==> config.mk <==
export PLATFORM = sky130hd
export DESIGN_NAME = regfile_scoreboard
export DESIGN_NICKNAME = d
export VERILOG_FILES = /design/src/rtl/regfile_pkg.sv /design/src/rtl/regfile_scoreboard_busy.sv /design/src/rtl/regfile_scoreboard.sv
export SDC_FILE = /design/constraint.sdc
export NUM_CORES = 2
export LEC_CHECK = 0
export BUFFER_PORTS_ARGS = -buffer_cell sky130_fd_sc_hd__buf_2
export CAP_MARGIN = 20
export CORE_MARGIN = 2
export CORE_UTILIZATION = 25
export DETAILED_ROUTE_END_ITERATION = 6
export GPL_ROUTABILITY_DRIVEN = 0
export GPL_TIMING_DRIVEN = 0
export HOLD_SLACK_MARGIN = 0.08
export PLACE_DENSITY_LB_ADDON = 0.25
export SETUP_SLACK_MARGIN = 0.3
export SLEW_MARGIN = 20
export SYNTH_ARGS = -nofsm -noshare
export SYNTH_HDL_FRONTEND = slang
export SYNTH_SLANG_ARGS = --single-unit
==> constraint.sdc <==
create_clock -name clk -period 5.5 [get_ports clk]
set_input_delay 0.275 -clock clk [delete_from_list [all_inputs] [get_ports clk]]
set_output_delay 0.275 -clock clk [all_outputs]
set_load 0.005 [all_outputs]
==> src/rtl/regfile_pkg.sv <==
// rtl/regfile_pkg.sv - shared defaults and word/address types for the register file
package regfile_pkg;
    localparam int DEF_XLEN  = 32;
    localparam int DEF_NREGS = 32;
    localparam int DEF_AW    = $clog2(DEF_NREGS);

    typedef logic [DEF_AW-1:0]   reg_addr_t;
    typedef logic [DEF_XLEN-1:0] xword_t;
endpackage

==> src/rtl/regfile_scoreboard_busy.sv <==
// rtl/regfile_scoreboard_busy.sv - per-register pending-writer bits and read-port hazard lookup
module rf_scoreboard
    import regfile_pkg::*;
#(
    parameter int NREGS    = DEF_NREGS,
    parameter int NRD      = 2,
    parameter int ZERO_REG = 1,
    parameter int AW       = $clog2(NREGS)
) (
    input  logic              clk,
    input  logic              rst_n,
    input  logic              iss_en,
    input  logic [AW-1:0]     iss_addr,
    input  logic              wr_en,
    input  logic [AW-1:0]     wr_addr,
    input  logic [NRD*AW-1:0] rd_addr,
    output logic [NRD-1:0]    rd_busy
);
    logic [NREGS-1:0] busy;
    logic [NREGS-1:0] set_v;
    logic [NREGS-1:0] clr_v;
    logic [AW-1:0]    ra;

    always_comb begin
        set_v = '0;
        clr_v = '0;
        for (int a = 0; a < NREGS; a++) begin
            set_v[a] = iss_en && (iss_addr == AW'(a)) && !(ZERO_REG != 0 && a == 0);
            clr_v[a] = wr_en && (wr_addr == AW'(a));
        end
    end

    // set is applied after clear so a new producer issuing in the writeback cycle keeps the bit
    always_ff @(posedge clk or negedge rst_n) begin
        if (!rst_n) begin
            busy <= '0;
        end else begin
            busy <= (busy & ~clr_v) | set_v;
        end
    end

    always_comb begin
        rd_busy = '0;
        ra      = '0;
        for (int i = 0; i < NRD; i++) begin
            ra = rd_addr[i*AW +: AW];
            if (int'(ra) < NREGS && !(ZERO_REG != 0 && ra == '0)) begin
                rd_busy[i] = busy[ra] && !(wr_en && wr_addr == ra);
            end
        end
    end
endmodule

==> src/rtl/regfile_scoreboard.sv <==
// rtl/regfile_scoreboard.sv - register file with registered read ports, write bypass and busy scoreboard
module regfile_scoreboard
    import regfile_pkg::*;
#(
    parameter int XLEN     = DEF_XLEN,
    parameter int NREGS    = DEF_NREGS,
    parameter int NRD      = 2,
    parameter int ZERO_REG = 1,
    localparam int AW      = $clog2(NREGS)
) (
    input  logic                clk,
    input  logic                rst_n,
    input  logic [NRD*AW-1:0]   rd_addr,
    output logic [NRD*XLEN-1:0] rd_data,
    output logic [NRD-1:0]      rd_busy,
    input  logic                wr_en,
    input  logic [AW-1:0]       wr_addr,
    input  logic [XLEN-1:0]     wr_data,
    input  logic                iss_en,
    input  logic [AW-1:0]       iss_addr
);
    logic [XLEN-1:0]     mem [NREGS];
    logic                wr_ok;
    logic [NRD*XLEN-1:0] rd_next;
    logic [AW-1:0]       ra;

    assign wr_ok = wr_en && (int'(wr_addr) < NREGS) && !(ZERO_REG != 0 && wr_addr == '0);

    always_ff @(posedge clk or negedge rst_n) begin
        if (!rst_n) begin
            for (int r = 0; r < NREGS; r++) begin
                mem[r] <= '0;
            end
        end else if (wr_ok) begin
            mem[wr_addr] <= wr_data;
        end
    end

    // write-first: a value landing this cycle is what the read returns
    always_comb begin
        rd_next = '0;
        ra      = '0;
        for (int i = 0; i < NRD; i++) begin
            ra = rd_addr[i*AW +: AW];
            if (int'(ra) >= NREGS || (ZERO_REG != 0 && ra == '0)) begin
                rd_next[i*XLEN +: XLEN] = '0;
            end else if (wr_ok && wr_addr == ra) begin
                rd_next[i*XLEN +: XLEN] = wr_data;
            end else begin
                rd_next[i*XLEN +: XLEN] = mem[ra];
            end
        end
    end

    always_ff @(posedge clk or negedge rst_n) begin
        if (!rst_n) begin
            rd_data <= '0;
        end else begin
            rd_data <= rd_next;
        end
    end

    rf_scoreboard #(
        .NREGS    (NREGS),
        .NRD      (NRD),
        .ZERO_REG (ZERO_REG),
        .AW       (AW)
    ) u_sb (
        .clk      (clk),
        .rst_n    (rst_n),
        .iss_en   (iss_en),
        .iss_addr (iss_addr),
        .wr_en    (wr_en),
        .wr_addr  (wr_addr),
        .rd_addr  (rd_addr),
        .rd_busy  (rd_busy)
    );
endmodule
==> flow_summary.ini <==
[outcome]
run_status = finished, final reports clean

[sta]
worst_clock_skew_ns = 0.03150
max_clock_freq_mhz = 270.4
worst_slew_pin_slew_ns = 1.223
setup_viol_count_final = 0
fin_setup_tns_ns = 0
hold_viol = 0
grt_setup_unrepaired = false
timing.slew.headroom_pct = 17.98
max_slew_violation_count = 0
final.min_clock_period_ns = 3.699
post_route_worst_setup_slack_ns = 1.801
finalCritPeriodShare_pct = 67.25

[place]
buffer_ports.inserted = 110
worst_slack_placed_ns = 1.683
place.detailed.hpwl_um = 203100

[worst_setup_path]
crit_path_frequent_cell = sky130_fd_sc_hd__buf_2
cp-start-kind = input pin
startpoint_of_the_worst_slack_reg_to_reg_timing_path = mem[404]$_DFFE_PN0P_
critical_path_required_ns = 5.22
critPathKind = input pin to output port
worst_r2r_dst = rd_data[52]$_DFF_PN0_
timing.critical_path.slowest_cell_delay_ns = 0.81
cp_max_delay_cell = sky130_fd_sc_hd__clkbuf_1
worst_setup_ep_type = output port
crit_fanout = 10
crit_chain = dlygate4sd3_1, buf_2, nand4_1, nor4_2, clkbuf_1, nor3_1, buf_2
timing.critical_path.arrival_ns = 3.42
r2r_setup_slack_ns = 2.85
r2r_cells = 5

[worst_hold_path]
min_path_type = input pin to register
holdCritStartpoint = wr_addr[0]
hold_depth = 3
whs_endpoint = u_sb.busy[0]$_DFF_PN0_

[route]
route.vias.total = 41540
iteration_0_drc_markers = 5168
first_pass_iters = 6
drc = 0
wirelength_um = 278000
final_antenna_net_count = 0
viasPerCell = 5.632
post_drt_wl_per_cell_um = 37.70

[floorplan]
io-pin-count = 122
floorplan.die.width_um = 485.6
total_die_area_mm2 = 0.2359
core_mm2 = 0.2303
floorplan.rows = 176
initial_core_utilization_pct = 25.18
height_of_the_die_um = 485.6

[power]
power.net_switching_mw = 7.722
max-vdd-ir-drop_uv = 278.3
p_per_area_mw_per_mm2 = 376.5
netSwitchingFraction_pct = 30.17
combPwrFrac_pct = 21.6
power.static_leakage_nw = 28.95
seqPwrFrac_pct = 42.8
power.internal_mw = 17.87
power.share.clock_pct = 35.5

[global_route]
grt_pass1_wl_um = 372200
first_global_vias = 40840
gr-total-overflow = 0
grt_usage_pct = 23.17
grt_max_degree = 133
grt_antenna_before_repair = 31

[clocking]
cts-resized-gates = 0
tritoncts = yes
cts_setup_buffers = 0
clk_latency_ns = 0.80
cts_hold_buffers = 45
clk_root_buffer_cell = sky130_fd_sc_hd__clkbuf_16
clkSlewWorstSetupHoldPaths_ns = 0.06
clock_sink_count = 1120
h-tree-depth = 4
maximum_clock_path_buffer_count = 3
cts_buffers = 132

[synthesis]
syn_area_per_cell_um2 = 14.84
synth.top_cell.area_share_pct = 48.33
ys_seq_elements = 1120
synth.top_cells.by_area = sky130_fd_sc_hd__dfrtp_1 48%, sky130_fd_sc_hd__mux2_2 19%, sky130_fd_sc_hd__mux4_2 17%
synth_area_mm2 = 0.05800
library_cell_with_the_largest_summed_area_after_synthesis = sky130_fd_sc_hd__dfrtp_1
synth_sequential_area_ratio_pct = 48.33
number_of_cells_produced_by_synthesis = 3908
synth_fp_nets = 3964
async_reset_ff_share_pct = 100.0
synth-warning-count = 0
number_of_enable_type_register_cells_in_the_synthesized_netlist = 0
ys_dominant_reg_cell = sky130_fd_sc_hd__dfrtp_1
yosys.cell_types.count = 58

[finish]
fillCellCount = 23280
final_nets = 4281
drive_gt1_share_pct = 46.75
area.growth.synth_to_final_pct = 17.23

[flow_run]
cap_violations = 0
## critical path: cells and delay by family
family                 cells  cell delay (ns)
AND/OR/NAND/NOR            3             1.28
buffers and inverters      4             1.85
## sequential cells by signal, indices dropped and copies added (netlist names)
register   flops
mem         1024
rd_data       64
u_sb.busy     32
## layout by cell type (no fill, tap or decap), types with 8 or more instances in the layout
cell type                       synthesis  final
sky130_fd_sc_hd__a211oi_1              40     38
sky130_fd_sc_hd__a21oi_1               54     54
sky130_fd_sc_hd__a221o_1               10     10
sky130_fd_sc_hd__a22o_1                56     56
sky130_fd_sc_hd__a22oi_1              126    126
sky130_fd_sc_hd__a32o_1                21     21
sky130_fd_sc_hd__and3_1                11     11
sky130_fd_sc_hd__buf_1                 43     34
sky130_fd_sc_hd__buf_16                 0     19
sky130_fd_sc_hd__buf_2                134    252
sky130_fd_sc_hd__buf_4                 27     27
sky130_fd_sc_hd__buf_6                 14     20
sky130_fd_sc_hd__clkbuf_1             220    205
sky130_fd_sc_hd__clkbuf_16              0    137
sky130_fd_sc_hd__clkbuf_2               0     50
sky130_fd_sc_hd__clkbuf_8               0     30
sky130_fd_sc_hd__clkinv_2               0     18
sky130_fd_sc_hd__dfrtp_1             1120   1120
sky130_fd_sc_hd__diode_2                0     22
sky130_fd_sc_hd__dlygate4sd3_1          0     45
sky130_fd_sc_hd__mux2_1                16     16
sky130_fd_sc_hd__mux2_2               976    976
sky130_fd_sc_hd__mux2i_1              196    196
sky130_fd_sc_hd__mux4_2               445    445
sky130_fd_sc_hd__nand2_1               80     80
sky130_fd_sc_hd__nand3_1               26     26
sky130_fd_sc_hd__nor2_1                50     49
sky130_fd_sc_hd__nor2b_1               10      9
sky130_fd_sc_hd__nor4_1                11     11
sky130_fd_sc_hd__o2111ai_1              8      8
sky130_fd_sc_hd__o211ai_1               9      9
sky130_fd_sc_hd__o21ai_0               39     39
sky130_fd_sc_hd__o221a_2                9      9
sky130_fd_sc_hd__o221ai_1              23     23
sky130_fd_sc_hd__o22a_1                 9      9
sky130_fd_sc_hd__o22ai_1               39     39
sky130_fd_sc_hd__xnor2_1                8      8
## logic make-up (layout without fill, tap and decap cells)
kind of cell,count (synthesis),after routing,synth area share [%]
flip-flops,1120,1120,48.33
multiplexers,1633,1633,39.92
AO/OA/AOI/OAI,459,459,5.888
AND/OR/NAND/NOR,242,242,2.078
other,0,22,0
XOR/XNOR,10,10,0.1510
buffers and inverters,444,863,3.633
## metrics by stage
step / power (mW) / cell area [um2] / hold WS, ns / cells / util, %
final: 25.60 / 67990 / 0.1663 / 7375 / 29.52
after global routing: 26.41 / 67960 / 0.2234 / 7363 / 29.50
after CTS: 25.54 / 67920 / 0.1234 / 7353 / 29.49
after detailed placement: 16.43 / 63090 / 0.05802 / 7072 / 27.39
after global placement: 16.24 / 62330 / 0.4567 / 7044 / 27.06
after floorplan: 14.11 / 58000 / -0.02059 / 3908 / -
## cell usage after synthesis (all sizes together), types with 3 or more instances
cell	count
o2111ai	8
buf	223
a21oi	54
nand3b	6
and2	5
o22ai	39
dfrtp	1120
a22oi	127
o22a	9
a22o	56
a211oi	40
a221o	10
mux4	445
nand2b	6
nor4	12
o221a	9
a32o	21
or3b	3
o311ai	3
mux2	992
mux2i	196
xnor2	8
and3	11
nand4b	3
nand2	80
o221ai	23
o21ai	39
nor3b	9
a221oi	3
clkbuf	220
nor3	9
o31ai	4
nor2	51
nor2b	10
nand3	26
o211ai	9
nand4	5
## layout make-up
type	count	area, um2	share of cell area [%]
Clock buffer	202	3973	5.843
Inverter	1	3.754	0.005521
Tap cell	3026	3786	5.569
Multi-Input combinational cell	2344	27890	41.03
Timing Repair Buffer	183	1662	2.444
Clock inverter	34	410.4	0.6036
Antenna cell	22	55.05	0.08097
Buffer	443	2177	3.202
Sequential cell	1120	28030	41.22
## how the worst max path moves through the flow
| stage | start | endpoint | slack (ns) |
|---|---|---|---|
| 2_1_floorplan | rd_addr[1] | rd_busy[0] | 3.38 |
| 3_3_place_gp | rst_n | mem[67]$_DFFE_PN0P_ | -21.93 |
| 3_5_place_dp | rd_addr[1] | rd_data[12]$_DFF_PN0_ | 1.68 |
| 4_1_cts | rd_addr[9] | rd_busy[1] | 1.82 |
| 5_1_grt | wr_en | rd_busy[1] | 1.87 |
| 6_report | wr_en | rd_busy[1] | 1.80 |
## power by group through the flow
stage | logic (mW) | clock network (mW) | registers, mW
floorplan | 3.46 | 0 | 10.6
global route | 5.72 | 9.55 | 11.1
finish | 5.54 | 9.09 | 11.0
detailed placement | 5.37 | 0 | 11.1
CTS | 5.42 | 9.20 | 10.9
global placement | 5.24 | 0 | 11.0
## routing by layer
| metal | routed length (um) | vias up | global-route usage (%) |
|---|---|---|---|
| met4 | 18430 | 8 | 13.23 |
| met2 | 120600 | 2437 | 34.28 |
| met3 | 25520 | 583 | 6.151 |
| met1 | 113400 | 22680 | 30.54 |
| li1 | - | 15830 | - |
| met5 | 52 | - | 0 |
Note: power is estimated with default switching activity, not from simulation.
